`src/rtl/mem_test_pkg.sv`:
```
// Types and pattern helpers shared by the memory-test reader and writer engines.
package mem_test_pkg;

  typedef enum logic [1:0] {
    IDLE,
    SET_PARA,
    XFER_DATA,
    XFER_WAIT
  } state_t;

  localparam int unsigned PATTERN_W = 8;

  function automatic int unsigned lanes_per_beat(input int unsigned data_w);
    return data_w / PATTERN_W;
  endfunction

  // Test pattern: byte k of the buffer holds k mod 256.
  function automatic logic [PATTERN_W-1:0] pattern_byte(input logic [31:0] idx);
    return idx[PATTERN_W-1:0];
  endfunction

endpackage

```
`src/rtl/mem_pattern_cmp.sv`:
```
// Builds the expected pattern beat for the current pattern pointer and flags any
// byte lane of the incoming beat that differs from it.
module mem_pattern_cmp
  import mem_test_pkg::*;
#(
  parameter int unsigned DATA_W             = 256,
  parameter int unsigned PTR_W              = 10,
  parameter int unsigned MEM_DATA_COUNT     = 1024,
  parameter int unsigned MEM_DATA_ADDR_SIZE = 8
) (
  input  logic [PTR_W-1:0]  rd_ptr_i,
  input  logic [DATA_W-1:0] data_i,
  output logic              mismatch_c_o
);

  localparam int unsigned LANES = lanes_per_beat(DATA_W);
  localparam logic [31:0] ELEM_MASK = (MEM_DATA_ADDR_SIZE >= 32) ? 32'hFFFF_FFFF :
                                      32'((64'd1 << MEM_DATA_ADDR_SIZE) - 64'd1);

  logic [DATA_W-1:0] exp_c;

  always_comb begin
    exp_c = '0;
    for (int unsigned i = 0; i < LANES; i++) begin
      exp_c[i*PATTERN_W +: PATTERN_W] =
        pattern_byte(((32'(rd_ptr_i) + 32'(i)) % 32'(MEM_DATA_COUNT)) & ELEM_MASK);
    end
  end

  assign mismatch_c_o = (data_i != exp_c);

endmodule

```
`src/rtl/mem_read.sv`:
```
// Memory-test read engine: walks read commands over the buffer and checks the returned
// stream against the writer's pattern. Define MEM_READ_ERR_CAPTURE_EN to capture the first bad beat.
module mem_read
  import mem_test_pkg::*;
#(
  parameter int unsigned C_AXIS_TDATA_WIDTH          = 256,
  parameter int unsigned C_M_AXI_ADDR_WIDTH          = 64,
  parameter int unsigned C_XFER_SIZE_WIDTH           = 32,
  parameter int unsigned READ_DATA_SIZE              = 32,
  parameter int unsigned READ_BASE_ADDRESS_WIDTH     = 64,
  parameter int unsigned READ_ADDRESS_INCREMENT_SIZE = 32,
  parameter int unsigned READ_MEM_MAX_ADDR_SIZE      = 32,
  parameter int unsigned MEM_DATA_COUNT              = 1024,
  parameter int unsigned MEM_DATA_ADDR_SIZE          = 8,
  parameter int unsigned CNT_WIDTH                   = 32
) (
  input  logic                                   clk,
  input  logic                                   reset,
  input  logic                                   start,
  input  logic [READ_BASE_ADDRESS_WIDTH-1:0]     in_data_base_addr,
  input  logic [READ_ADDRESS_INCREMENT_SIZE-1:0] addr_increment,
  input  logic [READ_MEM_MAX_ADDR_SIZE-1:0]      mem_max_addr,
  output logic                                   done,
  output logic                                   read_in_data,
  output logic [C_M_AXI_ADDR_WIDTH-1:0]          read_addr,
  output logic [C_XFER_SIZE_WIDTH-1:0]           in_data_size,
  input  logic [C_AXIS_TDATA_WIDTH-1:0]          in_data,
  input  logic                                   in_data_valid,
  output logic                                   in_data_ready,
  input  logic                                   read_done,
  output logic [CNT_WIDTH-1:0]                   err_count,
  output logic [CNT_WIDTH-1:0]                   beat_count
`ifdef MEM_READ_ERR_CAPTURE_EN
  ,
  output logic                                   first_err_valid,
  output logic [C_M_AXI_ADDR_WIDTH-1:0]          first_err_addr,
  output logic [C_AXIS_TDATA_WIDTH-1:0]          first_err_data
`endif
);

  localparam int unsigned LANES  = lanes_per_beat(C_AXIS_TDATA_WIDTH);
  localparam int unsigned BEATS  = READ_DATA_SIZE * 8 / C_AXIS_TDATA_WIDTH;
  localparam int unsigned BEAT_W = (BEATS > 1) ? $clog2(BEATS) : 1;
  localparam int unsigned PTR_W  = (MEM_DATA_COUNT > 1) ? $clog2(MEM_DATA_COUNT) : 1;
  localparam int unsigned SUM_W  = ((READ_ADDRESS_INCREMENT_SIZE > READ_MEM_MAX_ADDR_SIZE) ?
                                    READ_ADDRESS_INCREMENT_SIZE : READ_MEM_MAX_ADDR_SIZE) + 1;

  state_t                              state_q;
  logic                                done_q;
  logic                                read_in_data_q;
  logic [C_M_AXI_ADDR_WIDTH-1:0]       read_addr_q;
  logic [C_XFER_SIZE_WIDTH-1:0]        in_data_size_q;
  logic [READ_MEM_MAX_ADDR_SIZE-1:0]   mem_addr_q;
  logic [PTR_W-1:0]                    rd_ptr_q;
  logic [BEAT_W-1:0]                   beat_ctr_q;
  logic [CNT_WIDTH-1:0]                err_count_q;
  logic [CNT_WIDTH-1:0]                beat_count_q;

  logic [SUM_W-1:0]                    next_off_d;
  logic                                stop_d;
  logic                                accept_d;
  logic                                last_beat_d;
  logic [PTR_W-1:0]                    rd_ptr_d;
  logic [CNT_WIDTH-1:0]                err_count_d;
  logic [CNT_WIDTH-1:0]                beat_count_d;
  logic                                mismatch_c;

  mem_pattern_cmp #(
    .DATA_W            (C_AXIS_TDATA_WIDTH),
    .PTR_W             (PTR_W),
    .MEM_DATA_COUNT    (MEM_DATA_COUNT),
    .MEM_DATA_ADDR_SIZE(MEM_DATA_ADDR_SIZE)
  ) u_cmp (
    .rd_ptr_i    (rd_ptr_q),
    .data_i      (in_data),
    .mismatch_c_o(mismatch_c)
  );

  // Offset sum is one bit wider so a large increment cannot wrap past the bound.
  always_comb begin
    next_off_d   = SUM_W'(addr_increment) + SUM_W'(mem_addr_q);
    stop_d       = (mem_max_addr == '0) || (addr_increment == '0) ||
                   (next_off_d > SUM_W'(mem_max_addr));
    accept_d     = in_data_valid && in_data_ready;
    last_beat_d  = (beat_ctr_q == BEAT_W'(BEATS - 1));
    rd_ptr_d     = PTR_W'((32'(rd_ptr_q) + 32'(LANES)) % 32'(MEM_DATA_COUNT));
    err_count_d  = (err_count_q == '1) ? err_count_q : err_count_q + CNT_WIDTH'(1);
    beat_count_d = (beat_count_q == '1) ? beat_count_q : beat_count_q + CNT_WIDTH'(1);
  end

`ifdef MEM_READ_ERR_CAPTURE_EN
  logic                          first_err_valid_q;
  logic [C_M_AXI_ADDR_WIDTH-1:0] first_err_addr_q;
  logic [C_AXIS_TDATA_WIDTH-1:0] first_err_data_q;
`endif

  always_ff @(posedge clk) begin
    if (!reset) begin
      state_q        <= IDLE;
      done_q         <= 1'b0;
      read_in_data_q <= 1'b0;
      read_addr_q    <= '0;
      in_data_size_q <= '0;
      mem_addr_q     <= '0;
      rd_ptr_q       <= '0;
      beat_ctr_q     <= '0;
      err_count_q    <= '0;
      beat_count_q   <= '0;
`ifdef MEM_READ_ERR_CAPTURE_EN
      first_err_valid_q <= 1'b0;
      first_err_addr_q  <= '0;
      first_err_data_q  <= '0;
`endif
    end else begin
      done_q         <= 1'b0;
      read_in_data_q <= 1'b0;
      case (state_q)
        IDLE: begin
          read_addr_q    <= '0;
          in_data_size_q <= '0;
          mem_addr_q     <= '0;
          rd_ptr_q       <= '0;
          beat_ctr_q     <= '0;
          if (start) begin
            err_count_q  <= '0;
            beat_count_q <= '0;
            state_q      <= SET_PARA;
`ifdef MEM_READ_ERR_CAPTURE_EN
            first_err_valid_q <= 1'b0;
            first_err_addr_q  <= '0;
            first_err_data_q  <= '0;
`endif
          end
        end
        SET_PARA: begin
          if (stop_d) begin
            done_q  <= 1'b1;
            state_q <= IDLE;
          end else begin
            read_addr_q    <= C_M_AXI_ADDR_WIDTH'(in_data_base_addr) +
                              C_M_AXI_ADDR_WIDTH'(mem_addr_q);
            in_data_size_q <= C_XFER_SIZE_WIDTH'(READ_DATA_SIZE);
            read_in_data_q <= 1'b1;
            mem_addr_q     <= next_off_d[READ_MEM_MAX_ADDR_SIZE-1:0];
            state_q        <= XFER_DATA;
          end
        end
        XFER_DATA: begin
          if (accept_d) begin
            beat_count_q <= beat_count_d;
            rd_ptr_q     <= rd_ptr_d;
            if (mismatch_c) err_count_q <= err_count_d;
`ifdef MEM_READ_ERR_CAPTURE_EN
            if (mismatch_c && !first_err_valid_q) begin
              first_err_valid_q <= 1'b1;
              first_err_addr_q  <= read_addr_q + C_M_AXI_ADDR_WIDTH'(beat_ctr_q) *
                                   C_M_AXI_ADDR_WIDTH'(LANES);
              first_err_data_q  <= in_data;
            end
`endif
            if (last_beat_d) begin
              beat_ctr_q <= '0;
              state_q    <= XFER_WAIT;
            end else begin
              beat_ctr_q <= beat_ctr_q + BEAT_W'(1);
            end
          end
        end
        XFER_WAIT: begin
          if (read_done) state_q <= SET_PARA;
        end
        default: state_q <= IDLE;
      endcase
    end
  end

  assign in_data_ready = (state_q == XFER_DATA);
  assign done          = done_q;
  assign read_in_data  = read_in_data_q;
  assign read_addr     = read_addr_q;
  assign in_data_size  = in_data_size_q;
  assign err_count     = err_count_q;
  assign beat_count    = beat_count_q;
`ifdef MEM_READ_ERR_CAPTURE_EN
  assign first_err_valid = first_err_valid_q;
  assign first_err_addr  = first_err_addr_q;
  assign first_err_data  = first_err_data_q;
`endif

endmodule

```
`config.mk`:
```
export PLATFORM = sky130hd
export DESIGN_NAME = mem_read
export DESIGN_NICKNAME = d
export VERILOG_FILES = /design/src/rtl/mem_test_pkg.sv /design/src/rtl/mem_pattern_cmp.sv /design/src/rtl/mem_read.sv
export SDC_FILE = /design/constraint.sdc
export NUM_CORES = 1
export LEC_CHECK = 0
export BUFFER_PORTS_ARGS = -buffer_cell sky130_fd_sc_hd__buf_2
export CAP_MARGIN = 20
export CORE_AREA = 2 2 212 214
export CTS_CLUSTER_DIAMETER = 100
export DETAILED_ROUTE_END_ITERATION = 16
export DIE_AREA = 0 0 214 216
export HOLD_SLACK_MARGIN = 0.02
export PLACE_DENSITY = 0.64
export SETUP_SLACK_MARGIN = 0.1
export SLEW_MARGIN = 20
export SYNTH_ARGS = -nofsm -noshare
export SYNTH_HDL_FRONTEND = slang
export SYNTH_SLANG_ARGS = --single-unit
```
`constraint.sdc`:
```
create_clock -name clk -period 12.63 [get_ports clk]
set_input_delay 2.526 -clock clk [delete_from_list [all_inputs] [get_ports clk]]
set_output_delay 2.526 -clock clk [all_outputs]
set_load 0.02 [all_outputs]
```
Yosys cells after proc, flatten, opt, wreduce, memory -nomap -nowiden
Index checks and enable logic that the tools add are counted.
{"block": "word_totals", "register_bits": 207, "elab_cells": 103, "inputBits": 389}
{"block": "op_classes", "reduce_logical": 14, "n_lt_le_gt_ge": 1, "mux": 27, "addsub": 37, "eq_ne": 14}
{"op": "two-way mux 32 bit", "count": 8}
{"op": "!= test 256 bit", "count": 1}
{"op": "one-hot mux 32 bit (2 select lines)", "count": 4}
{"op": "adder 8 x 5 -> 8 bit (second input constant)", "count": 16}
{"op": "one-hot mux 64 bit (2 select lines)", "count": 1}
{"op": "adder 32 x 1 -> 32 bit (second input constant)", "count": 2}
{"op": "adder 64 x 32 -> 64 bit", "count": 1}
{"op": "adder 8 x 4 -> 8 bit (second input constant)", "count": 8}
{"op": "equality test 32 bit (second input constant)", "count": 2}
{"op": "zero test 32 bit", "count": 2}
{"op": "two-way mux 64 bit", "count": 1}
{"op": "adder 32 x 32 -> 33 bit", "count": 1}
{"op": "greater-than comparator 33 x 32 -> 1 bit", "count": 1}
{"op": "adder 8 x 3 -> 8 bit (second input constant)", "count": 4}
{"op": "one-hot mux 10 bit (2 select lines)", "count": 1}
{"op": "adder 8 x 2 -> 8 bit (second input constant)", "count": 2}
{"op": "!= test 2 bit (second input constant)", "count": 6}
{"op": "adder 10 x 6 -> 10 bit (second input constant)", "count": 1}
{"op": "two-way mux 10 bit", "count": 1}
{"op": "two-way mux 2 bit", "count": 5}
{"op": "adder 8 x 1 -> 8 bit (second input constant)", "count": 1}
{"op": "one-hot mux 2 bit (4 select lines)", "count": 1}
{"op": "AND reduction 4 bit", "count": 2}
{"op": "AND reduction 2 bit", "count": 3}
{"op": "other kinds (11)", "count": 18}

Longest topological paths before layout
Gate-level depths: netlist of the first run.
{"block": "logic_depth", "ltp_word": 5, "depth_mapped": 23}

Cells and area by module
A second synthesis of the first run with hierarchy kept.
{"block": "unflattened", "hier_cells": 2283, "hier_area_um2": 16908.7}
{"mod": "mem_read", "instances": 1, "seq_area_each_um2": 3403.3, "area_per_inst_um2": 11405.9, "cells_each": 1431}
{"mod": "mem_pattern_cmp", "instances": 1, "seq_area_each_um2": 0.0, "area_per_inst_um2": 5502.8, "cells_each": 852}

Worst setup path after synthesis of the first run
OpenSTA, ideal clock, no wires.
{"block": "synth_timing", "path_kind": "input port to flip-flop", "from": "input addr_increment[0]", "to": "register read_addr_q[37], in the netlist read_addr[37]", "setup_time_ns": 0.127, "stages": 23, "t_arrival_ns": 7.023, "path_slack_ns": 5.480, "path_cell_list": "ha_1 > inv_1 > fa_1 > nor2b_1 > o31a_1 > o21ai_0 > o21ai_0 > a211o_1 > a21o_1 > a21oi_1 > xnor2_1 > ha_1 > a211oi_2 > o21ai_1 > or4_1 > or3_1 > a221oi_2 > nand3_1 > nand2_1 > nor2_1 > buf_2 > buf_1 > o2bb2ai_1"}
{"block": "synth_via", "elab_chain_cells": 5}
{"element": "start, declared", "line_no": "mem_read.sv:21", "text": "input logic [READ_ADDRESS_INCREMENT_SIZE-1:0] addr_increment,"}
{"element": "adder 32 x 32 -> 33 bit or zero test 32 bit (tied branches)", "line_no": "mem_read.sv:81, mem_read.sv:82"}
{"element": "greater-than comparator 33 x 32 -> 1 bit or logical OR 1 bit (tied branches)", "line_no": "mem_read.sv:83, mem_read.sv:82"}
{"element": "logical OR 1 bit (*)", "line_no": "mem_read.sv:82", "text": "stop_d = (mem_max_addr == '0) || (addr_increment == '0) ||"}
{"element": "!= test 2 bit (no source line) (*)"}
{"element": "AND reduction 2 bit (no source line) (*)"}
{"element": "end signal, assigned", "line_no": "mem_read.sv:140", "text": "read_addr_q <= C_M_AXI_ADDR_WIDTH'(in_data_base_addr) +"}
{"element": "end, declared", "line_no": "mem_read.sv:51", "text": "logic [C_M_AXI_ADDR_WIDTH-1:0] read_addr_q;"}
Every way passes the cells marked *; elsewhere a longest branch is shown, timed or not.
A chain may end at the register's enable or synchronous reset.

Final worst setup path of the first run
{"block": "layout_timing", "from": "input addr_increment[1]", "to": "register read_addr_q[22], in the netlist read_addr[22]"}
The elaborated chain is that of the path after synthesis.

==> results by stage, run 1 <==
Clock network:
- The cell sitting at the root of the clock tree is a clkbuf_16.
- For the worst-skew pair, the clock arrives at the later sink with an insertion delay of approximately 0.46 ns.
- The number of clock sinks seen by CTS is between 150 and 200.
- After clock tree synthesis, the clock-pin slew on the worst setup and hold paths is roughly 0.07 ns.
- The TritonCTS clock tree is built.
- The longest clock path from root to sink contains 2 buffers.
- The number of hold-repair buffers added at the cts stage is 0.
- The H-tree was split into 4 levels.
- The number of buffers inserted by post-CTS setup repair is 0.
- Post-CTS repair changed the size of 0 cells.
- Clock tree synthesis inserted a total of 17 buffers.

Pwr:
- The static leakage is roughly 7.7 nW.
- The areal power density over the cells is approximately 120 nW/um^2.
- The worst-case IR drop observed on VDD is roughly 0.065 mV.

Detailed routing:
- The total routed wirelength is 52500 um.
- The first-pass detailed-route iteration total is 5.
- Dividing the detail-routed via count by the number of cells gives 5.27.
- In the final routed layout, each cell accounts on average for 19.4 um.
- The via count of the routed design is 14242.
- After the first detailed-routing iteration, the DRC count stood at roughly 850.
- The DRC violation count after routing is 0.
- In this run the remaining antenna-violating nets after routing total 0.

Die:
- The x dimension of the die is 214 um.
- The die covers 46200 um^2.
- The floorplan row count is 77.
- The standard cell core area is about 44000 um^2.
- During I/O placement, the number of pins put on the boundary was between 500 and 600.
- The initial utilization of the core area, before any placement, comes to 0.290.
- From bottom edge to top edge, the die measures ~220 um.

Layout:
- The number of nets at the end of the flow is 2583.
- In the final layout, the share of cells above drive strength 1 is 0.274.
- The layout overhead on the synthesized area is 28.7%.

Timing:
- The timing-limited maximum frequency is roughly 120 MHz.
- The share of the clock period used by the worst path after layout is 0.671.
- Setup violations remaining at the end of the flow were counted as 0.
- The post-layout minimum cycle time is 8.47 ns.
- Setup repair after global routing left no endpoint under its margin.
- The actual transition at the worst max-transition pin is 0.935 ns.
- The number of pins exceeding their max-slew limit in the final report is 0.
- The final hold violation count came to 0.
- The worst clock skew is between 0.01 and 0.015 ns.
- The final worst slack is just over 4 ns.
- The worst pin sits at a relative slew slack of 0.376.
- The sum of negative setup slack is 0 ns.

Synthesis:
- Counting flops and latches in the post-synthesis netlist gives 168.
- The share of synthesized area in the top cell type comes to 0.265.
- The number of standard cells after synthesis is about 1600.
- The share of synthesized flip-flops with an asynchronous set or reset is 0.
- The top flip-flop cell by instance count after synthesis is dfxtp_1.
- The number of flops mapped to enable cells by yosys is 0.
- The cell type with the highest aggregate area in the netlist is dfxtp_1.
- A synthesized cell averages around 7.9 um^2.
- After synthesis, the cell types taking the most area are dfxtp_1 (26%), ha_1 (10%), xnor2_1 (5.6%), a21oi_1 (4.9%), nor2_1 (3.9%).
- Counting distinct cell types in the post-synthesis netlist gives 75.
- The post-synthesis instance area is roughly 13000 um^2.
- Yosys printed 0 warnings.
- Of the synthesized area, sequential elements account for 0.265.

Critical path:
- On the worst path, the slowest cell contributes a delay of about 0.61 ns.
- The endpoint identified for the worst register-to-register timing path is read_addr[22]$_SDFFE_PN0P_.
- STA classifies the critical path endpoint as a flip-flop.
- The startpoint type of the worst setup path is an input port.
- The slowest stage of the critical path belongs to the cell clkinv_2.
- Walking the worst path, the cells encountered are buf_2 -> ha_1 -> a211oi_1 -> o21ai_0 -> a21oi_1 -> o31ai_1 -> a31oi_1 -> o21ai_1 -> a311oi_1 -> xnor2_1 -> ha_1 -> o21ai_0 -> o21ai_1 -> or4_1 -> or3_1 -> a221oi_2 -> nand2_1 -> nor2_4 -> nand2_1 -> clkinv_2 -> a32o_1.
- At the worst endpoint, the arrival time is around 8.9 ns.
- In this run the critical register-to-register path is launched from mem_addr_q[1]$_SDFFE_PN0P_.
- The worst setup path is of the input port to flip-flop kind.
- The critical path data required time is around 13 ns.
- In this run the worst path has a maximum fanout of 37.
- The cell count of the worst reg-to-reg path is 20.
- The setup check on the worst reg-to-reg path leaves a slack of approximately 6 ns.

Placement:
- The worst slack at placement is 3.68 ns.
- The wire-length estimate of the detail-placed layout is ~43000 um.
- Buffers placed on the I/O ports in this run total between 500 and 600.
- Routability-driven placement finished with a final weighted congestion of ~0.95.

Global routing:
- The total routing resource utilization after global routing is 0.220.
- The first global-routing pass estimated 79700 um of wire.
- The remaining global-route overflow is 0.
- The number of antenna violations at the first check in global routing is 13.
- Entering global routing, the biggest net connects between 60 and 70 pins.
- The number of global-route vias before repair came to around 14000.

Hold path:
- The worst hold path belongs to the class flip-flop to flip-flop.
- The startpoint of the lowest-slack hold path is read_addr[19]$_SDFFE_PN0P_.
- The number of instances on the worst hold path is 2.
- The worst min-delay path endpoint is read_addr[19]$_SDFFE_PN0P_.

Run:
- The number of max-cap violations is 0.

Run status:
- The flow ran to the end, and the final reports show no timing, DRC or antenna violations.
[worst max-delay path by stage]
stage / start / end / slack, ns
2_1_floorplan: addr_increment[0] / read_addr[37]$_SDFFE_PN0P_ / 5.48
3_3_place_gp: addr_increment[1] / read_addr[22]$_SDFFE_PN0P_ / 3.74
3_5_place_dp: addr_increment[1] / read_addr[22]$_SDFFE_PN0P_ / 3.68
4_1_cts: addr_increment[1] / read_addr[22]$_SDFFE_PN0P_ / 4.16
5_1_grt: addr_increment[1] / read_addr[22]$_SDFFE_PN0P_ / 3.66
6_report: addr_increment[1] / read_addr[22]$_SDFFE_PN0P_ / 4.16
[area by class of cell]
type	count	area [um^2]
Antenna cell	9	22.5
Multi-Input combinational cell	1297	8700
Clock inverter	13	138
Clock buffer	19	433
Sequential cell	168	3360
Tap cell	592	741
Timing Repair Buffer	529	2670
Inverter	75	283
Fill cell	4584	27500
[cells by family after synthesis]
logic type                 share of synthesized area
adders and majority gates                      0.106
xor gates and xnor gates                      0.0910
and+or+nand+nor                                0.262
DFF                                            0.265
muxes                                        0.00956
other                                       0.000295
AOI/OAI and AO/OA                              0.205
buffers and inverters                         0.0614
[state kept, by name (all words and copies together), names as in the netlist]
signal	flops
read_addr	64
read_in_data	1
rd_ptr_q	3
mem_addr_q	32
in_data_size	1
done	1
err_count	32
beat_count	32
state_q	2
[placed cells by master, fill, tap and decap left out, types with 36 or more instances in the layout]
cell type / n
buf_2: 520
dfxtp_1: 168
nor2_1: 131
a21oi_1: 125
nand2_1: 113
ha_1: 104
xnor2_1: 81
inv_1: 73
nand3_1: 72
nand4_1: 70
o21ai_0: 56
xor2_1: 51
and3_1: 50
a21o_1: 41
nor4_1: 36
[metrics by stage]
step                utilization  std cells  total power, mW  instance area (um^2)  hold slack (ns)
finish                    0.373       2702             2.00                 16400            0.461
global route              0.373       2702             2.13                 16400            0.487
CTS                       0.372       2693             2.01                 16300            0.463
detailed placement        0.359       2661             1.48                 15800            0.455
global placement          0.359       2661             1.47                 15800            0.441
floorplan                     -       1629             1.20                 12800            0.468
[critical path, delay by kind of cell]
kind,cells,cell delay [ns]
AOI/OAI and AO/OA,11,3.31
adders and majority gates,2,0.57
buffers and inverters,2,0.72
xor gates and xnor gates,1,0.19
and+or+nand+nor,5,1.52
[metal layers]
metal,share of wire,wire length (um),up-vias,global-route usage
met2,0.49,25800,485,0.385
met3,0.052,2730,83,0.0362
met5,0.00038,20,-,0
li1,-,-,6869,-
met4,0.037,1920,4,0.0965
met1,0.42,22000,6801,0.265
[where the power goes]
group / switching (mW) / internal, mW / total, mW
sequential: 0.0419 / 0.585 / 0.627
clock: 0.251 / 0.278 / 0.529
combinational: 0.521 / 0.320 / 0.842
[cells in the mapped netlist (4+ instances only)]
library cell and count:
inv_1 73, a21oi_1 125, or4_1 18, or3_1 18
mux2i_1 11, and4_1 14, nand4_1 70, nor4_1 36
a211o_1 5, clkbuf_1 38, o211ai_1 12, o221ai_1 4
nor2_1 132, nor4b_1 12, a22o_1 35, nor4bb_1 7
and4b_1 4, a211oi_1 15, o21ai_0 57, nor2b_1 13
o31ai_1 4, o21a_1 10, nand3_1 73, a21o_1 41
xor2_1 51, a2bb2oi_1 4, o2bb2ai_1 15, and3_1 50
and2_1 10, a2111oi_0 5, o22ai_1 5, a31oi_1 11
ha_1 104, nand4b_1 9, nand2b_1 7, buf_2 7
xnor2_1 81, o21bai_1 11, nand2_1 113, dfxtp_1 168
buf_1 5, nor3_1 29, buf_4 37
Power figures use the tool's default switching activity.
==> inputs of run 2 (changes only) <==
--- a/config.mk
+++ b/config.mk
@@ -12,7 +12,7 @@
 export DETAILED_ROUTE_END_ITERATION = 16
 export DIE_AREA = 0 0 214 216
 export HOLD_SLACK_MARGIN = 0.02
-export PLACE_DENSITY = 0.64
+export PLACE_DENSITY = 0.66
 export SETUP_SLACK_MARGIN = 0.1
 export SLEW_MARGIN = 20
 export SYNTH_ARGS = -nofsm -noshare
==> constraint.sdc (replaced) <==
create_clock -name clk -period 7.6 [get_ports clk]
set_input_delay 1.52 -clock clk [delete_from_list [all_inputs] [get_ports clk]]
set_output_delay 1.52 -clock clk [all_outputs]
set_load 0.02 [all_outputs]
==> results by stage, run 2 (same netlist as run 1, synthesis figures left out) <==
Critical path:
- The type of element capturing the critical path is a flip-flop.
- For this run, the slowest stage of the critical path takes 0.51 ns.
- The number of buffers and inverters on the critical path is 2.
- The worst setup path is launched from an input port.
- The cell with the largest stage delay on the worst path is a31oi_1.
- The type of the setup path with the least slack is input port to flip-flop.
- The maximum fanout along the worst path is 34.
- STA puts the critical path data required time at 7.97 ns.
- The arrival time reported for the critical path endpoint is about 7.2 ns.
- On the critical path the largest part of the delay comes from compound AO/OA/AOI/OAI gates.
- Traced cell by cell, the critical path runs through buf_2 -> ha_1 -> a211oi_1 -> o21ai_0 -> a21oi_1 -> o31ai_1 -> a31oi_1 -> o21ai_1 -> a311oi_1 -> xnor2_1 -> ha_1 -> o21ai_0 -> o21ai_1 -> or4_1 -> or3_1 -> a221oi_2 -> nand2_1 -> nor2_4 -> buf_4 -> nand3_1 -> a21oi_1.

Timing:
- The number of pins exceeding their max-slew limit in the final report came to 0.
- Summed over all failing endpoints, the final setup total negative slack is 0 ns.
- The final setup violation count is 0.
- Between clock sinks in the finished design, the worst skew comes to approximately 0.012 ns.
- The smallest hold slack is 0.459 ns.
- At the pin with the least slew margin, the transition time is between 1 and 1.5 ns.
- The final hold violation count is 0.
- Headroom to the max-slew limit came out at 0.130.
- Timing would allow up to about 150 MHz.
- The share of the clock period used by the worst path after layout is 0.904.
- The clock period could shrink to slightly below 7 ns.
- Setup repair after global routing left no endpoint under its margin.

Detailed routing:
- Summed over all layers, the routed wires come to around 52000 um.
- After detailed routing, the number of remaining DRC violations is 0.
- Detailed routing inserted a total of ~14000 vias.
- The first TritonRoute pass finished after 5 iterations.
- Dividing the detail-routed via count by the number of cells gives 5.18.
- In this run, the number of DRC markers left after iteration 0 of detailed routing was 806.
- Dividing the detail-routed wire length by the instance count gives 19.4 um.
- In this run the remaining antenna-violating nets after routing total 0.

Layout:
- The number of flip-flops in the largest register is between 60 and 70.
- From synthesis to final layout, the design area changed by 29.0%.
- The most common cell after layout, fill and taps aside is buf_2.
- In the final layout, the share of cells above drive strength 1 is 0.275.
- The area of the multi-input gates is roughly 8700 um^2.
- The library cells used most frequently in the layout, excluding fill and tap cells, are buf_2 (520), dfxtp_1 (168), nor2_1 (131).
- The number of nets at the end of the flow is 2586.
- The register cell area after layout is between 3000 and 4000 um^2.
- After the flow finishes, the layout carries non-filler instances totaling about 2700.
- The count of filler cells inserted in the layout is 4566.

Die:
- The standard cell core area is between 40000 and 50000 um^2.
- The full die area is about 46000 um^2.
- The die is 216 um tall.
- The floorplan row count is 77.
- The x dimension of the die is 214 um.
- The top-level I/O count is ~550.
- The initial utilization of the core area, before any placement, comes to 0.290.

Pwr:
- The switching part of the total power is 0.409.
- The sequential fraction of design power is 0.315.
- For this design the ratio of total power to cell area is 202 nW/um^2.
- The fraction of power consumed by the clock network is 0.254.
- The relative contribution of combinational cells to total power is 0.430.
- Summed over all cells, the static leakage comes to about 7.7 nW.
- The largest voltage drop on the vdd net is about 0.11 mV.
- The switching power summed over all nets is around 1.4 mW.
- The internal power summed over all cells is 1.95 mW.

Run:
- Max-cap violations in this run came to 0.

Global routing:
- The wire length of the first global-routing pass is 78200 um.
- The total routing resource utilization after global routing is 0.219.
- Entering global routing, the biggest net connects ~60 pins.
- For this run the aggregate overflow at the end of global routing stands at 0.
- The number of global-route vias before repair was roughly 13000.
- The number of antenna violations at the first check in global routing is 10.

Clock network:
- After clock tree synthesis, the clock-pin slew on the worst setup and hold paths is about 0.06 ns.
- Counting the buffers created by CTS gives 17.
- In this run the post-CTS setup repair buffer count came out at 0.
- The TritonCTS clock tree is built.
- The later pin in the worst-skew pair is clocked with a latency of between 0.4 and 0.5 ns.
- The count of instances resized after the clock tree is built is 0.
- Counting every sink on the clock net gives 168.
- The buffer cell driving the clock tree root is clkbuf_16.
- The H-tree level count is 4.
- The number of hold-repair buffers added at the cts stage is 0.
- No sink is reached through more buffers than the 2 on the longest clock path.

Placement:
- At the end of routability-driven placement, the weighted congestion stood at around 0.99.
- Input and output buffers added on the ports amount to 520.
- The placed cell count is ~2700.
- After legalization and detailed placement, the total HPWL measured between 40000 and 50000 um.

Hold path:
- The path class of the tightest hold or removal check is flip-flop to flip-flop.

Run status:
- The run finished with clean final reports.
-- run 2: cell types whose count changed in the layout (fill, tap and decap cells not counted), sizes merged --
cell	previous run	this run
clkinvlp	0	4
inv	80	78
diode	9	11
bufinv	1	0
buf	529	532
clkinv	7	6
-- run 2: final timing paths --
kind                                 from  cells after the start  slack, ns                      endpoint
min          in_data_size[5]$_SDFFE_PN0P_                      2       0.46  in_data_size[5]$_SDFFE_PN0P_
max                     addr_increment[1]                     21       0.73     read_addr[4]$_SDFFE_PN0P_
max reg2reg    mem_addr_q[1]$_SDFFE_PN0P_                     20       1.48     read_addr[4]$_SDFFE_PN0P_
min reg2reg  in_data_size[5]$_SDFFE_PN0P_                      2       0.46  in_data_size[5]$_SDFFE_PN0P_
-- run 2: per-stage QoR --
stage / worst slack [ns] / total power, mW / area [um^2] / utilization
finish: 0.726 / 3.31 / 16400 / 0.374
global route: 0.221 / 3.52 / 16400 / 0.374
CTS: 0.713 / 3.32 / 16400 / 0.373
detailed placement: 0.249 / 2.48 / 15800 / 0.361
global placement: 0.407 / 2.45 / 15800 / 0.361
floorplan: 1.46 / 1.99 / 12800 / -
-- run 2: cell type report --
class / count / area share
multi-input cells: 1297 / 0.531
flip-flops and latches: 168 / 0.205
repair buffers: 532 / 0.166
well taps: 592 / 0.0452
clock buffers: 19 / 0.0270
inverters: 75 / 0.0173
clock inverters: 13 / 0.00702
diodes: 11 / 0.00168
-- run 2: power by group through the flow --
stage	sequential [mW]	combinational, mW	clock, mW
final	1.04	1.42	0.841
after global routing	1.05	1.57	0.897
after detailed placement	1.06	1.42	0
after global placement	1.06	1.39	0
after floorplan	1.11	0.874	0
after CTS	1.04	1.42	0.859
-- run 2: worst register-to-register path, cell delays in order (launching register included) --
cell      delay (ns)
dfxtp_1         0.45
ha_1            0.30
a211oi_1        0.35
o21ai_0         0.16
a21oi_1         0.27
o31ai_1         0.17
a31oi_1         0.51
o21ai_1         0.23
a311oi_1        0.41
xnor2_1         0.20
ha_1            0.28
o21ai_0         0.23
o21ai_1         0.08
or4_1           0.46
or3_1           0.39
a221oi_2        0.50
nand2_1         0.20
nor2_4          0.14
buf_4           0.34
nand3_1         0.19
a21oi_1         0.18
-- run 2: routing by layer --
layer,vias up,share of wire,GRT usage
li1,6906,-,-
met1,6546,0.41,0.256
met2,500,0.49,0.381
met3,77,0.055,0.0444
met4,0,0.042,0.105
met5,-,0,0
==> inputs of run 3 (changes only) <==
--- a/config.mk
+++ b/config.mk
@@ -6,13 +6,13 @@
 export NUM_CORES = 1
 export LEC_CHECK = 0
 export BUFFER_PORTS_ARGS = -buffer_cell sky130_fd_sc_hd__buf_2
-export CAP_MARGIN = 20
 export CORE_AREA = 2 2 212 214
 export CTS_CLUSTER_DIAMETER = 100
 export DETAILED_ROUTE_END_ITERATION = 16
 export DIE_AREA = 0 0 214 216
 export HOLD_SLACK_MARGIN = 0.02
 export PLACE_DENSITY = 0.66
+export RECOVER_POWER = 100
 export SETUP_SLACK_MARGIN = 0.1
 export SLEW_MARGIN = 20
 export SYNTH_ARGS = -nofsm -noshare
==> results by stage, run 3 (same netlist as run 1, synthesis figures left out) <==
Global routing:
- The total routing resource utilization after global routing is 0.219.
- The total overflow left after global routing is 0.
- The number of antenna violations at the first check in global routing was 9.
- Entering global routing, the biggest net connects 61 pins.
- The wire length of the first global-routing pass is roughly 78000 um.
- The number of global-route vias before repair is 13352.

Hold path:
- The worst hold path passes through 2 cells.
- In this run the most critical hold path is launched from in_data_size[5]$_SDFFE_PN0P_.
- The worst min-delay path endpoint is in_data_size[5]$_SDFFE_PN0P_.
- In this run the worst hold path is classified as flip-flop to flip-flop.

Detailed routing:
- Before antenna repair, the detailed router went through 5 iterations.
- For this block, the via count after detailed routing is approximately 14000.
- The count of routing violations after the opening detailed-route iteration is around 800.
- The average wire length per cell after detail routing is between 15 and 20 um.
- The count of nets left with antenna violations once routing finished came out at 0.
- The DRC violation count after routing is 0.
- The ratio of routed vias to standard cells is around 5.2.
- For this block, the routed nets add up to between 50000 and 60000 um of wire.

Critical path:
- The critical path data required time is 7.95 ns.
- The critical path is of the input port to flip-flop type.
- The worst setup path is captured at a flip-flop.
- The setup check on the worst reg-to-reg path leaves a slack of approximately 1.4 ns.
- The worst setup path is launched from an input port.
- The arrival time reported for the critical path endpoint is approximately 7.3 ns.
- The endpoint identified for the worst register-to-register timing path is read_addr[4]$_SDFFE_PN0P_.
- The maximum fanout along the worst path is 34.
- The worst reg2reg path startpoint is mem_addr_q[1]$_SDFFE_PN0P_.
- The cell count of the worst reg-to-reg path is 20.

Layout:
- The number of flip-flops in the largest register is between 60 and 70.
- The library cell used most frequently in the layout, excluding fill and tap cells, is buf_2.
- The end-of-flow core utilization is 0.370.
- The count of filler cells inserted in the layout is around 4600.
- The layout cell share with drive strength beyond 1 is 0.211.
- In the layout the commonest cells are buf_2 (387), dfxtp_1 (168), clkbuf_1 (136).
- The area of all placed cells without fillers is ~16000 um^2.
- The layout overhead on the synthesized area is 27.6%.
- The number of nets at the end of the flow is about 2600.

Die:
- From left edge to right edge, the die measures about 210 um.
- The floorplan step set the die height to between 200 and 250 um.
- For this configuration, the core starts out at a cell density of 0.290.
- The total area inside the core boundary comes to about 44000 um^2.
- The die covers around 46000 um^2.
- After floorplanning, the core was divided into 77 placement rows.
- 552 I/O pins were placed.

Pwr:
- The areal power density over the cells is slightly above 200 nW/um^2.
- The static leakage is 7.11 nW.
- The largest voltage drop on the vdd net is approximately 0.11 mV.

Run status:
- The checks that failed: capacitance limit, slew limit.
- The run finished, with violations left.

Timing:
- The actual transition at the worst max-transition pin is about 1.8 ns.
- In the finished design, the share of the clock period the worst path needs comes to 0.914.
- The number of pins exceeding their max-slew limit in the final report was 54.
- Hold is met by roughly 0.46 ns.
- The final hold violation count is 0.
- Setup repair after global routing left no endpoint under its margin.
- The timing-limited maximum frequency is between 100 and 150 MHz.
- Setup violations remaining at the end of the flow were counted as 0.
- The clock period could shrink to a little under 7 ns.
- Adding up every negative setup slack in the final design gives 0 ns.
- The headroom to the max-slew limit is -0.180.
- Across all setup checks in the final design, the least slack found is ~0.65 ns.
- The worst clock skew is around 0.012 ns.

Clock network:
- The number of clock buffers added by TritonCTS is 17.
- The buffer cell driving the clock tree root is clkbuf_16.
- The later pin in the worst-skew pair is clocked with a latency of roughly 0.46 ns.
- The count of instances resized after the clock tree is built is 0.
- CTS saw 168 sinks.
- After clock tree synthesis, the clock-pin slew on the worst setup and hold paths is roughly 0.060 ns.
- The number of buffers inserted by post-CTS setup repair is 0.
- The TritonCTS clock tree is built.
- The clock passes through at most 2 buffers.
- The number of hold-repair buffers added at the cts stage is 0.
- The H-tree level count is 4.

Placement:
- The worst slack at placement is 0.249 ns.
- Summing all placed instances gives a cell area of approximately 16000 um^2.
- After legalization and detailed placement, the total HPWL measured ~44000 um.
- Port buffering added 520 buffers.
- The final RePlAce weighted congestion is ~0.99.

Run:
- The number of max-cap violations is 1.
[run 3: changes by cell type in the layout (fill, tap and decap cells not counted), sizes merged]
cell,change
diode,-3
clkbuf,+135
buf,-135
[run 3: report_power, final]
group / internal [mW] / switching, mW / leakage (nW)
registers: 0.973 / 0.0704 / 1.36
logic: 0.527 / 0.881 / 5.49
clock network: 0.435 / 0.404 / 0.261
total: 1.93 / 1.36 / 7.11
[run 3: metal layers]
layer | vias up | track usage | wire length (um)
li1 | 6887 | - | -
met1 | 6600 | 0.256 | 21900
met2 | 483 | 0.381 | 25600
met3 | 79 | 0.0444 | 2900
met4 | 0 | 0.105 | 2280
met5 | - | 0 | 0
[run 3: metrics by stage]
stage	std cells	power (mW)
global placement	2664	2.45
CTS	2696	3.32
global route	2703	3.50
finish	2704	3.29
detailed placement	2664	2.48
floorplan	1629	1.99
[run 3: layout make-up]
type / count / area, um^2 / share of cell area
Inverter: 75 / 283 / 0.0174
Sequential cell: 168 / 3360 / 0.207
Clock buffer: 19 / 443 / 0.0273
Timing Repair Buffer: 532 / 2540 / 0.157
Antenna cell: 8 / 20.0 / 0.00124
Multi-Input combinational cell: 1297 / 8700 / 0.537
Clock inverter: 13 / 115 / 0.00710
Tap cell: 592 / 741 / 0.0457
[run 3: worst max-delay path by stage]
stage | from | endpoint | slack [ns] | depth (start not counted)
final | addr_increment[1] | read_addr[4]$_SDFFE_PN0P_ | 0.65 | 21
after global routing | addr_increment[1] | read_addr[4]$_SDFFE_PN0P_ | 0.11 | 21
after CTS | addr_increment[1] | read_addr[4]$_SDFFE_PN0P_ | 0.71 | 21
after detailed placement | addr_increment[1] | read_addr[4]$_SDFFE_PN0P_ | 0.25 | 21
after global placement | addr_increment[1] | read_addr[3]$_SDFFE_PN0P_ | 0.41 | 21
after floorplan | addr_increment[0] | read_addr[37]$_SDFFE_PN0P_ | 1.46 | 23
[run 3: worst max-delay path, stage by stage]
cell	delay, ns
buf_2	0.12
ha_1	0.31
a211oi_1	0.35
o21ai_0	0.16
a21oi_1	0.28
o31ai_1	0.17
a31oi_1	0.49
o21ai_0	0.29
a311oi_1	0.42
xnor2_1	0.20
ha_1	0.28
o21ai_0	0.21
o21ai_0	0.10
or4_1	0.46
or3_1	0.39
a221oi_2	0.50
nand2_1	0.20
nor2_4	0.14
buf_4	0.34
nand3_1	0.16
a21oi_1	0.18
